**config.mk**
```make
export PLATFORM = sky130hd
export DESIGN_NAME = axis_framer
export DESIGN_NICKNAME = d
export VERILOG_FILES = /design/src/rtl/axis_framer_pkg.sv /design/src/rtl/axis_skid_buffer.sv /design/src/rtl/axis_framer.sv
export SDC_FILE = /design/constraint.sdc
export NUM_CORES = 1
export LEC_CHECK = 0
export ABC_AREA = 1
export CAP_MARGIN = 5
export CORE_MARGIN = 2
export CORE_UTILIZATION = 45
export DETAILED_ROUTE_END_ITERATION = 10
export PLACE_DENSITY = 0.68
export SLEW_MARGIN = 15
export SYNTH_ARGS = -nofsm -noshare
export SYNTH_HDL_FRONTEND = slang
export SYNTH_HIERARCHICAL = 1
export SYNTH_SLANG_ARGS = --single-unit
export TNS_END_PERCENT = 1
```
**constraint.sdc**
```tcl
create_clock -name clk -period 3.7 [get_ports clk]
set_input_delay 0.555 -clock clk [delete_from_list [all_inputs] [get_ports clk]]
set_output_delay 0.555 -clock clk [all_outputs]
set_load 0.01 [all_outputs]
```
**src/rtl/axis_framer_pkg.sv**
```systemverilog
// Shared types and constants for the AXI-Stream framer and its skid buffer.
package axis_framer_pkg;

   typedef enum logic [1:0] {
      EMPTY = 2'd0,
      ONE   = 2'd1,
      TWO   = 2'd2
   } skid_state_e;

   localparam int DEFAULT_LEN_WIDTH = 16;
   localparam int STAT_WIDTH        = 32;

endpackage

```
**src/rtl/axis_skid_buffer.sv**
```systemverilog
// Two-entry skid buffer: all outputs registered, full throughput, ready never
// depends combinationally on out_ready.
module axis_skid_buffer
   import axis_framer_pkg::*;
#(
   parameter int WIDTH = 65
) (
   input  logic             clk,
   input  logic             rst,
   input  logic [WIDTH-1:0] in_data,
   input  logic             in_valid,
   output logic             in_ready,
   output logic [WIDTH-1:0] out_data,
   output logic             out_valid,
   input  logic             out_ready
);

   skid_state_e      state_r;
   skid_state_e      state_nxt_s;
   logic [WIDTH-1:0] out_data_r;
   logic [WIDTH-1:0] out_data_nxt_s;
   logic [WIDTH-1:0] skid_data_r;
   logic [WIDTH-1:0] skid_data_nxt_s;
   logic             ready_r;
   logic             valid_r;
   logic             accept_s;
   logic             handshake_s;

   assign accept_s    = in_valid & ready_r;
   assign handshake_s = valid_r & out_ready;

   // Next-state and next-payload selection for the buffer occupancy.
   always_comb begin
      state_nxt_s     = state_r;
      out_data_nxt_s  = out_data_r;
      skid_data_nxt_s = skid_data_r;
      case (state_r)
         EMPTY: begin
            if (accept_s) begin
               state_nxt_s    = ONE;
               out_data_nxt_s = in_data;
            end else begin
               state_nxt_s = EMPTY;
            end
         end
         ONE: begin
            if (accept_s && handshake_s) begin
               state_nxt_s    = ONE;
               out_data_nxt_s = in_data;
            end else if (accept_s) begin
               state_nxt_s     = TWO;
               skid_data_nxt_s = in_data;
            end else if (handshake_s) begin
               state_nxt_s = EMPTY;
            end else begin
               state_nxt_s = ONE;
            end
         end
         TWO: begin
            // in_ready is low here, so only the drain path matters
            if (handshake_s) begin
               state_nxt_s    = ONE;
               out_data_nxt_s = skid_data_r;
            end else begin
               state_nxt_s = TWO;
            end
         end
         default: begin
            state_nxt_s = EMPTY;
         end
      endcase
   end

   // State, payload and registered handshake flags.
   always_ff @(posedge clk) begin
      if (rst) begin
         state_r     <= EMPTY;
         out_data_r  <= {WIDTH{1'b0}};
         skid_data_r <= {WIDTH{1'b0}};
         ready_r     <= 1'b0;
         valid_r     <= 1'b0;
      end else begin
         state_r     <= state_nxt_s;
         out_data_r  <= out_data_nxt_s;
         skid_data_r <= skid_data_nxt_s;
         ready_r     <= (state_nxt_s != TWO);
         valid_r     <= (state_nxt_s != EMPTY);
      end
   end

   assign in_ready  = ready_r;
   assign out_data  = out_data_r;
   assign out_valid = valid_r;

endmodule

```
**src/rtl/axis_framer.sv**
```systemverilog
// AXI-Stream framer: tags tlast on every N-th accepted beat (N latched per
// frame) and counts frames completed downstream.
module axis_framer
   import axis_framer_pkg::*;
#(
   parameter int DATA_WIDTH = 64,
   parameter int LEN_WIDTH  = DEFAULT_LEN_WIDTH
) (
   input  logic                  clk,
   input  logic                  rst,
   input  logic [LEN_WIDTH-1:0]  cfg_frame_len,
   input  logic [DATA_WIDTH-1:0] s_axis_tdata,
   input  logic                  s_axis_tvalid,
   output logic                  s_axis_tready,
   output logic [DATA_WIDTH-1:0] m_axis_tdata,
   output logic                  m_axis_tvalid,
   input  logic                  m_axis_tready,
   output logic                  m_axis_tlast,
   output logic [STAT_WIDTH-1:0] stat_frame_count
);

   localparam logic [LEN_WIDTH-1:0] LEN_ZERO = {LEN_WIDTH{1'b0}};
   localparam logic [LEN_WIDTH-1:0] LEN_ONE  = {{(LEN_WIDTH-1){1'b0}}, 1'b1};

   logic [LEN_WIDTH-1:0]  beat_cnt_r;
   logic [LEN_WIDTH-1:0]  cur_len_r;
   logic [LEN_WIDTH-1:0]  len_s;
   logic [STAT_WIDTH-1:0] frame_cnt_r;
   logic                  accept_s;
   logic                  last_s;
   logic [DATA_WIDTH:0]   out_payload_s;

   assign accept_s = s_axis_tvalid & s_axis_tready;

   // First beat of a frame decides with the live config, later beats with the latch.
   always_comb begin
      len_s = cur_len_r;
      if (beat_cnt_r == LEN_ZERO) begin
         if (cfg_frame_len == LEN_ZERO) begin
            len_s = LEN_ONE;
         end else begin
            len_s = cfg_frame_len;
         end
      end else begin
         len_s = cur_len_r;
      end
   end

   assign last_s = (beat_cnt_r == (len_s - LEN_ONE));

   // Beat index and per-frame length latch, advanced only by accepted beats.
   always_ff @(posedge clk) begin
      if (rst) begin
         beat_cnt_r <= LEN_ZERO;
         cur_len_r  <= LEN_ONE;
      end else if (accept_s) begin
         if (beat_cnt_r == LEN_ZERO) begin
            cur_len_r <= len_s;
         end else begin
            cur_len_r <= cur_len_r;
         end
         if (last_s) begin
            beat_cnt_r <= LEN_ZERO;
         end else begin
            beat_cnt_r <= beat_cnt_r + LEN_ONE;
         end
      end else begin
         beat_cnt_r <= beat_cnt_r;
         cur_len_r  <= cur_len_r;
      end
   end

   // Frames are counted when their last beat is taken downstream.
   always_ff @(posedge clk) begin
      if (rst) begin
         frame_cnt_r <= {STAT_WIDTH{1'b0}};
      end else if (m_axis_tvalid && m_axis_tready && m_axis_tlast) begin
         frame_cnt_r <= frame_cnt_r + {{(STAT_WIDTH-1){1'b0}}, 1'b1};
      end else begin
         frame_cnt_r <= frame_cnt_r;
      end
   end

   axis_skid_buffer #(
      .WIDTH(DATA_WIDTH + 1)
   ) u_skid (
      .clk       (clk),
      .rst       (rst),
      .in_data   ({last_s, s_axis_tdata}),
      .in_valid  (s_axis_tvalid),
      .in_ready  (s_axis_tready),
      .out_data  (out_payload_s),
      .out_valid (m_axis_tvalid),
      .out_ready (m_axis_tready)
   );

   assign m_axis_tdata     = out_payload_s[DATA_WIDTH-1:0];
   assign m_axis_tlast     = out_payload_s[DATA_WIDTH];
   assign stat_frame_count = frame_cnt_r;

endmodule

```
==> summary.txt, run 1 <==
Placed design
  • Gpl congestion: 0.875
  • Pre-CTS setup slack: 0.375 ns
  • Port bufs: 182
  • Detail Placement HPWL: 18.2 mm

Min path
  • Min-Delay Path Depth: 2
  • Tightest Hold Check Type: flip-flop to flip-flop
  • Worst hold start: cur_len_r[13]
  • Hold Path End: cur_len_r[13]

Synthesis
  • Post-synth top area share: 38.4%
  • Syn nets: 1,768
  • Syn_area_per_cell: 6.14 um^2
  • Sequential area share after synthesis: 38.4%
  • Synth area leader: dfxtp_1
  • Most numerous cell in the Yosys netlist: nand2_1
  • Mapped Area: 0.0103 mm^2
  • Unique cell type count in the Yosys netlist: 32
  • Largest cells by area after synthesis: dfxtp_1 38%, nand2_1 20%, nor2_1 13%, inv_1 7.9%, o21ai_0 4.2%
  • Synth async-reset ratio: 0%
  • Yosys warns: 6
  • Yosys reg bits: 198
  • Ys flop type: dfxtp_1
  • EDFF count, synth: 0
  • Commonest cells post-synth: 542 x nand2_1, 355 x nor2_1, 216 x inv_1, 198 x dfxtp_1, 86 x o21ai_0
  • Cell count after synthesis: 1,679

Worst setup path
  • Worst-path cell chain: inv_1, ha_1, nand2_1, nor2_4, nand2_4, nand2_1, nand2_1, inv_1, ha_1, nand3_1, nor2_2, nand3_1, xor2_1, nand2_1, nor2_1, nand3_1, nor2_2, nand2_1, o21ai_0, nor2_1, nor2_1
  • Worst path slowest cell: dfxtp_1
  • Reg2Reg Capture Point: u_skid/out_data[64]
  • RR Startpoint: beat_cnt_r[1]
  • Crit end category: flip-flop
  • Crit-path max cell delay: 0.37 ns
  • Reg2Reg Setup Slack: 0.42 ns
  • Crit path DAT: 3.65 ns
  • Worst reg2reg path depth: 21
  • CP startpoint kind: flip-flop
  • Worst Path Required: 4.07 ns
  • Critical path type: flip-flop to flip-flop
  • Crit path top cell by count: nand2_1
  • Max FO, Critical Path: 18

STA
  • Minimum clock period: 3.28 ns
  • Max Freq: 305 MHz
  • RSZ-0062 raised after global routing: no
  • Worst clock skew: 0.0160 ns
  • Worst setup margin: 0.417 ns
  • Worst relative slew slack: 45.4%
  • Hold Violations, Final: 0
  • Endpoints failing setup: 0
  • Fin crit share: 88.7%
  • Slew @ Worst Pin: 0.820 ns
  • Max Slew Vio Count: 0
  • Total Neg Setup Slack: 0 ns

Detailed routing
  • Detail Route Antenna Nets: 0
  • Average wire per standard cell: 12.1 um
  • Detailed Routing Iterations Pass 1: 5
  • Initial DRC count: 554
  • Metal-1 WL: 12.3 mm
  • Vias per Instance: 4.66
  • WL met2: 11.8 mm
  • Post-Route WL: 25.8 mm
  • Routed wl met3: 1.26 mm
  • DRC violations left: 0
  • Top sig layer: met4
  • DR vias: 9,882

Die
  • Die Wd: 155 um
  • Core footprint: 0.0226 mm^2
  • Row cnt: 55
  • Die Y-Extent: 155 um
  • I/O pins: 183
  • Die Footprint: 0.0241 mm^2
  • Starting Density: 45.7%

Clock tree
  • Max Buffers Root-to-Sink: 2
  • CTS tree: built
  • CTS clk-pin slew, worst paths: 0.08 ns
  • Clk sink count: 198
  • CTS root buf: clkbuf_16
  • H-tree Lvls: 4
  • TritonCTS Buffers: 17
  • Worst skew pair latency: 0.44 ns
  • Hold_buf cts: 0
  • Postcts setup bufs: 0

Power
  • PD cells: 407 mW/mm^2
  • Lkg Pwr: 6.28 nW
  • VDD IR max: 0.294 mV

Global route
  • Largest net degree at the start of global routing: 99
  • Gr usage total: 21.3%
  • Vias in the first global route: 8,856
  • First-pass GRT wire length: 42.2 mm
  • Gr ovfl total: 0
  • Initial antenna violation count: 1

Cells and area
  • Nets: 1,910
  • Area Growth Syn to Fin: 24.5%
  • Layout cell share with drive strength beyond 1: 4.96%

Run
  • Max_cap viols: 0

Outcome
  • Outcome: completed
==> what timing repair did <==
item	4_1_cts	5_1_grt
endpoints found under the setup margin	0	1
resized for setup	0	0
hold endpoints to repair	0	0
==> metal layers <==
layer / track usage (%) / vias up
met4: 6.33 / 0
met3: 5.18 / 34
met2: 35.4 / 193
li1: - / 5328
met5: 0 / -
met1: 27.5 / 4327
==> cell usage in the layout, fill, tap and decap left out, types with 4 or more instances in the layout <==
master / Yosys / layout
nand2_2: 13 / 13
nand3_1: 52 / 51
a21oi_1: 38 / 38
ha_1: 5 / 5
nor2_1: 355 / 355
nand2_4: 3 / 4
buf_4: 13 / 10
nor3b_1: 6 / 6
nor3_1: 18 / 18
nand3b_1: 4 / 4
nand2_1: 542 / 541
nand4_1: 10 / 10
inv_2: 4 / 4
nor2_4: 6 / 6
nand3_2: 5 / 5
clkdlybuf4s50_1: 0 / 182
inv_6: 0 / 6
nor2_2: 12 / 12
xor2_1: 23 / 23
clkbuf_16: 0 / 17
o21ai_0: 86 / 86
dfxtp_1: 198 / 198
inv_1: 216 / 216
==> through the flow <==
step | cell area [um^2] | util [%] | hold slack [ns] | instances | total power, mW
6_report | 12800 | 56.9 | 0.462 | 2120 | 5.22
5_1_grt | 12800 | 56.9 | 0.486 | 2120 | 5.50
4_1_cts | 12800 | 56.9 | 0.465 | 2119 | 5.28
3_5_place_dp | 12200 | 54.2 | 0.452 | 2087 | 3.40
3_3_place_gp | 12200 | 54.2 | 0.448 | 2087 | 3.38
2_1_floorplan | 10300 | - | 0.441 | 1679 | 2.99
==> cell type report <==
cell class | count | area [um^2]
antenna | 1 | 2.50
clock buffer | 19 | 443
clock inverter | 13 | 151
fill | 2238 | 9730
inverter | 221 | 832
multi-input combinational | 1189 | 5150
sequential | 198 | 3960
tap | 285 | 357
timing repair buffer | 194 | 1940
==> kinds of logic (layout without fill, tap and decap cells) <==
| group | Yosys count | in the layout | synth area share (%) |
|---|---|---|---|
| AO/OA/AOI/OAI | 131 | 131 | 6.55 |
| AND/OR/NAND/NOR | 1030 | 1030 | 40.6 |
| other | 0 | 1 | 0 |
| adder cells (fa/ha/maj) | 5 | 5 | 0.607 |
| flip-flops | 198 | 198 | 38.4 |
| XOR/XNOR | 23 | 23 | 1.95 |
| buffers and inverters | 292 | 447 | 11.8 |
==> state kept, by name, summed over array words and instances (netlist names) <==
name	count
u_skid/out_data	65
u_skid/skid_data_r	65
stat_frame_count	32
beat_cnt_r	16
cur_len_r	16
u_skid/state_r	2
u_skid/in_ready	1
u_skid/out_valid	1
==> where the power goes <==
part / total (mW) / internal, mW / switching [mW]
Sequential: 2.32 / 2.26 / 0.0653
Clock: 1.87 / 0.935 / 0.939
Combinational: 1.02 / 0.443 / 0.578
==> worst max-delay path, delay by kind of cell (launching register included) <==
family	cells	cell delay (ns)
flip-flops	1	0.37
XOR/XNOR	1	0.23
buffers and inverters	2	0.19
AO/OA/AOI/OAI	1	0.12
adder cells (fa/ha/maj)	2	0.36
AND/OR/NAND/NOR	15	1.94
==> worst max-delay path by stage <==
stage,start,end,slack (ns)
after global placement,cfg_frame_len[8],u_skid/out_data[64],0.51
after CTS,beat_cnt_r[1],u_skid/out_data[64],0.40
after global routing,beat_cnt_r[0],u_skid/out_data[64],0.02
after detailed placement,cfg_frame_len[8],u_skid/out_data[64],0.37
after floorplan,beat_cnt_r[0],beat_cnt_r[10],1.10
final,beat_cnt_r[1],u_skid/out_data[64],0.42
No activity file was read; power rests on OpenSTA's default activity.
==> run 2, diff against run 1 <==
--- a/config.mk
+++ b/config.mk
@@ -10,6 +10,7 @@
 export CORE_MARGIN = 2
 export CORE_UTILIZATION = 45
 export DETAILED_ROUTE_END_ITERATION = 10
+export MAX_ROUTING_LAYER = met4
 export PLACE_DENSITY = 0.68
 export SLEW_MARGIN = 15
 export SYNTH_ARGS = -nofsm -noshare
==> summary.txt, run 2 (same netlist as run 1, synthesis figures left out) <==
Min path
  • Hold Path End: cur_len_r[1]
  • Tightest Hold Check Type: flip-flop to flip-flop
  • Min-Delay Path Depth: 2
  • Worst hold start: cur_len_r[1]

Cells and area
  • Area Growth Syn to Fin: 24.8%
  • Most frequent cells in the layout: 541 x nand2_1, 355 x nor2_1, 216 x inv_1
  • Nets: 1,908
  • Final Non-Filler Cells: 2,117
  • Layout cell share with drive strength beyond 1: 4.86%
  • Most common cell after layout, fill and taps aside: nand2_1
  • # diodes: 0
  • # fillers: 2,227
  • Final core utilization: 57.0%

Placed design
  • Inst Count DP: 2,084
  • Pre-CTS setup slack: 0.443 ns
  • Detail Placement HPWL: 17.8 mm
  • Port bufs: 182
  • Gpl congestion: 0.925

Worst setup path
  • Worst Path Required: 4.03 ns
  • Reg2Reg Capture Point: beat_cnt_r[4]
  • Crit path DAT: 3.48 ns
  • Worst reg2reg path depth: 18
  • CP startpoint kind: flip-flop
  • Critical path type: flip-flop to flip-flop
  • RR Startpoint: beat_cnt_r[8]
  • Max FO, Critical Path: 18
  • Reg2Reg Setup Slack: 0.55 ns
  • Crit end category: flip-flop

Global route
  • Most Used Layer, Global Route: met2
  • Gr ovfl total: 0
  • Initial antenna violation count: 0
  • Met1 Use GR: 28.2%
  • Vias in the first global route: 8,774
  • First-pass GRT wire length: 42.5 mm
  • Largest net degree at the start of global routing: 131
  • Met3 usage: 5.01%
  • Gr usage total: 22.1%
  • Met2 global-route usage: 35.6%

Detailed routing
  • DRC violations left: 0
  • Average wire per standard cell: 12.1 um
  • Post-Route WL: 25.6 mm
  • DR vias: 9,850
  • Initial DRC count: 656
  • Vias per Instance: 4.65
  • Detailed Routing Iterations Pass 1: 5
  • Detail Route Antenna Nets: 0

STA
  • Minimum clock period: 3.15 ns
  • Max Freq: 317 MHz
  • Max Slew Vio Count: 0
  • Worst clock skew: 0.0177 ns
  • Endpoints failing setup: 0
  • RSZ-0062 raised after global routing: no
  • Slew @ Worst Pin: 0.990 ns
  • Total Neg Setup Slack: 0 ns
  • Worst setup margin: 0.547 ns
  • Hold Worst Slack: 0.467 ns
  • Worst relative slew slack: 33.8%
  • Fin crit share: 85.2%
  • Hold Violations, Final: 0

Power
  • Part of the power in the clock network: 37.2%
  • VDD IR max: 0.274 mV
  • Switching Share: 29.7%
  • Switch Pwr: 1.58 mW
  • Lkg Pwr: 6.29 nW
  • Reg power frac: 43.6%
  • Internal: 3.75 mW
  • PD cells: 414 mW/mm^2
  • Gate power share: 19.2%

Run
  • Max_cap viols: 0

Clock tree
  • Hold_buf cts: 0
  • Clk sink count: 198
  • Postcts setup bufs: 0
  • Worst skew pair latency: 0.44 ns
  • TritonCTS Buffers: 17
  • Max Buffers Root-to-Sink: 2
  • H-tree Lvls: 4
  • CTS tree: built
  • CTS root buf: clkbuf_16
  • CTS clk-pin slew, worst paths: 0.08 ns
  • Resized cells post-CTS: 0

Die
  • Die Wd: 155 um
  • Starting Density: 45.7%
  • Die Footprint: 0.0241 mm^2
  • Die Y-Extent: 155 um
  • Row cnt: 55
  • I/O pins: 183
  • Core footprint: 0.0226 mm^2

Outcome
  • Outcome: completed
## run 2: changes by cell type in the layout (fill, tap and decap cells not counted), sizes merged
cell and delta:
clkinv +1, bufinv +2, inv -2, buf -2, diode -1, clkbuf -1
## run 2: cell type report
| cell class | instances | area (um^2) | share of cell area (%) |
|---|---|---|---|
| Clock buffer | 18 | 429 | 3.34 |
| Clock inverter | 14 | 200 | 1.56 |
| Sequential cell | 198 | 3960 | 30.8 |
| Tap cell | 285 | 357 | 2.77 |
| Timing Repair Buffer | 192 | 1930 | 15.0 |
| Multi-Input combinational cell | 1189 | 5150 | 40.0 |
| Inverter | 221 | 832 | 6.47 |
## run 2: worst max path at each step
stage,from,endpoint,slack (ns),cells after the start
finish,beat_cnt_r[8],beat_cnt_r[4],0.55,18
floorplan,beat_cnt_r[0],beat_cnt_r[10],1.10,19
global placement,cfg_frame_len[8],beat_cnt_r[10],0.50,18
detailed placement,m_axis_tready,stat_frame_count[26],0.44,14
global route,beat_cnt_r[11],u_skid/out_data[64],0.06,20
CTS,beat_cnt_r[0],u_skid/out_data[64],0.42,21
## run 2: power groups by stage
stage,clock (mW),sequential (mW),combinational [mW]
finish,1.98,2.32,1.02
detailed placement,0,2.38,1.02
floorplan,0,2.41,0.580
CTS,2.04,2.33,1.03
global placement,0,2.37,1.01
global route,2.13,2.34,1.16
## run 2: worst max-delay path: stages (launching register included)
cell and delay (ns):
dfxtp_1 0.38, nor2_1 0.12, nand2_1 0.10, nor2_4 0.32, nand2_4 0.23, nand2_1 0.11
nand2_1 0.09, inv_1 0.09, ha_1 0.19, nand3_1 0.10, nor2_2 0.18, nand3_1 0.12
xor2_1 0.24, nand2_1 0.08, nor3_1 0.17, nand4_1 0.18, buf_4 0.22, nand2_1 0.07
inv_1 0.04
## run 2: metal layers
layer	vias to the layer above	part of all wire [%]
li1	5322	-
met3	20	5.0
met1	4334	47
met4	0	1.3
met2	174	47
met5	-	0
## run 2: through the flow
step	cell area [um^2]	total power [mW]
after floorplan	10300	2.99
after global placement	12200	3.38
after detailed placement	12200	3.39
after CTS	12900	5.40
after global routing	12900	5.63
final	12900	5.33
==> run 3, diff against run 2 <==
--- a/config.mk
+++ b/config.mk
@@ -7,11 +7,13 @@
 export LEC_CHECK = 0
 export ABC_AREA = 1
 export CAP_MARGIN = 5
+export CELL_PAD_IN_SITES_DETAIL_PLACEMENT = 0
+export CELL_PAD_IN_SITES_GLOBAL_PLACEMENT = 1
 export CORE_MARGIN = 2
-export CORE_UTILIZATION = 45
+export CORE_UTILIZATION = 37
 export DETAILED_ROUTE_END_ITERATION = 10
 export MAX_ROUTING_LAYER = met4
-export PLACE_DENSITY = 0.68
+export PLACE_DENSITY = 0.79
 export SLEW_MARGIN = 15
 export SYNTH_ARGS = -nofsm -noshare
 export SYNTH_HDL_FRONTEND = slang
==> summary.txt, run 3 (same netlist as run 1, synthesis figures left out) <==
STA
  • Minimum clock period: 3.14 ns
  • Worst relative slew slack: 39.8%
  • Fin crit share: 84.7%
  • Endpoints failing setup: 0
  • Worst clock skew: 0.0164 ns
  • Total Neg Setup Slack: 0 ns
  • Worst setup margin: 0.565 ns
  • Max Freq: 319 MHz
  • RSZ-0062 raised after global routing: no
  • Slew @ Worst Pin: 0.904 ns
  • Max Slew Vio Count: 0
  • Hold Violations, Final: 0

Die
  • Row cnt: 61
  • Core footprint: 0.0276 mm^2
  • I/O pins: 183
  • Die Footprint: 0.0292 mm^2
  • Starting Density: 37.3%
  • Die Y-Extent: 171 um
  • Die Wd: 171 um

Cells and area
  • Most frequent cells in the layout: 541 x nand2_1, 355 x nor2_1, 216 x inv_1
  • Most common cell after layout, fill and taps aside: nand2_1
  • # fillers: 2,964
  • Area Growth Syn to Fin: 25.6%
  • Final Non-Filler Cells: 2,215
  • Nets: 1,911
  • Layout cell share with drive strength beyond 1: 5.07%

Clock tree
  • CTS clk-pin slew, worst paths: 0.08 ns
  • H-tree Lvls: 4
  • Hold_buf cts: 0
  • Clk sink count: 198
  • CTS root buf: clkbuf_16
  • TritonCTS Buffers: 17
  • Resized cells post-CTS: 0
  • Postcts setup bufs: 0
  • Worst skew pair latency: 0.44 ns
  • CTS tree: built
  • Max Buffers Root-to-Sink: 2

Placed design
  • Port bufs: 182
  • Pre-CTS setup slack: 0.428 ns
  • Detail Placement HPWL: 18.9 mm
  • Gpl congestion: 0.866
  • Inst Count DP: 2,181

Power
  • Internal: 3.67 mW
  • PD cells: 406 mW/mm^2
  • Lkg Pwr: 6.27 nW
  • Switching Share: 30.4%
  • Switch Pwr: 1.60 mW
  • Reg power frac: 44.2%
  • Gate power share: 19.4%
  • Part of the power in the clock network: 36.4%
  • VDD IR max: 0.231 mV

Detailed routing
  • Detail Route Antenna Nets: 0
  • Initial DRC count: 496
  • Average wire per standard cell: 12.3 um
  • Post-Route WL: 27.1 mm
  • Vias per Instance: 4.46
  • DRC violations left: 0
  • Detailed Routing Iterations Pass 1: 4
  • DR vias: 9,869

Global route
  • Initial antenna violation count: 2
  • Vias in the first global route: 9,170
  • Gr usage total: 19.5%
  • Gr ovfl total: 0
  • First-pass GRT wire length: 44.9 mm
  • Largest net degree at the start of global routing: 99

Worst setup path
  • CP startpoint kind: flip-flop
  • Max FO, Critical Path: 5
  • Crit path DAT: 3.50 ns
  • Crit end category: flip-flop
  • Reg2Reg Capture Point: u_skid/out_data[64]
  • Worst Setup EP: u_skid/out_data[64]
  • Worst reg2reg path depth: 21
  • Reg2Reg Setup Slack: 0.56 ns
  • Crit path launch: beat_cnt_r[0]
  • RR Startpoint: beat_cnt_r[0]
  • Worst Path Required: 4.07 ns
  • Critical path type: flip-flop to flip-flop

Min path
  • Tightest Hold Check Type: flip-flop to flip-flop

Outcome
  • Outcome: completed

Run
  • Max_cap viols: 0
## run 3: metal layers
layer  global-route usage (%)  share of wire (%)  up-vias
met2                     31.2                 47      169
met3                     4.12                4.9       29
met4                     5.97                1.7        0
li1                         -                  -     5338
met1                     24.8                 47     4333
met5                        -                  0        -
## run 3: how the worst min path moves through the flow
stage	startpoint	to	slack (ns)	cells past startpoint
floorplan	cur_len_r[15]	cur_len_r[15]	0.44	2
global placement	cur_len_r[6]	cur_len_r[6]	0.45	2
detailed placement	cur_len_r[11]	cur_len_r[11]	0.45	2
CTS	cur_len_r[11]	cur_len_r[11]	0.47	2
global route	cur_len_r[6]	cur_len_r[6]	0.49	2
finish	cur_len_r[11]	cur_len_r[11]	0.46	2
## run 3: worst max-delay path, stage by stage (launching register included)
cell     delay (ns)
dfxtp_1        0.36
inv_1          0.15
ha_1           0.19
nand2_1        0.06
nor2_1         0.11
nand2_1        0.06
nor2_1         0.21
nand3_1        0.13
nand2_1        0.16
ha_1           0.20
nand3_1        0.11
nor2_2         0.19
nand3_1        0.13
xor2_1         0.24
nand2_1        0.09
nor2_1         0.10
nand3_1        0.09
nor2_2         0.18
nand2_1        0.07
o21ai_0        0.11
nor2_1         0.07
nor2_1         0.10
## run 3: stage by stage
stage / utilization (%) / hold slack (ns) / power (mW) / cell area (um^2)
floorplan: - / 0.441 / 2.99 / 10300
global placement: 44.7 / 0.448 / 3.40 / 12300
detailed placement: 44.7 / 0.453 / 3.40 / 12300
CTS: 46.8 / 0.467 / 5.35 / 12900
global route: 46.9 / 0.487 / 5.57 / 12900
finish: 46.9 / 0.465 / 5.26 / 12900
## run 3: cell type report
| class | instances | area [um^2] | share of cell area [%] |
|---|---|---|---|
| Antenna cell | 3 | 7.51 | 0.0580 |
| Clock buffer | 17 | 425 | 3.29 |
| Clock inverter | 14 | 170 | 1.31 |
| Inverter | 221 | 832 | 6.43 |
| Multi-Input combinational cell | 1189 | 5150 | 39.8 |
| Sequential cell | 198 | 3960 | 30.6 |
| Tap cell | 378 | 473 | 3.65 |
| Timing Repair Buffer | 195 | 1930 | 14.9 |
## run 3: power groups by stage
stage	sequential, mW	combinational [mW]	clock [mW]
after CTS	2.33	1.03	1.98
after global routing	2.34	1.16	2.07
after global placement	2.38	1.02	0
final	2.33	1.02	1.92
after floorplan	2.41	0.580	0
after detailed placement	2.38	1.03	0
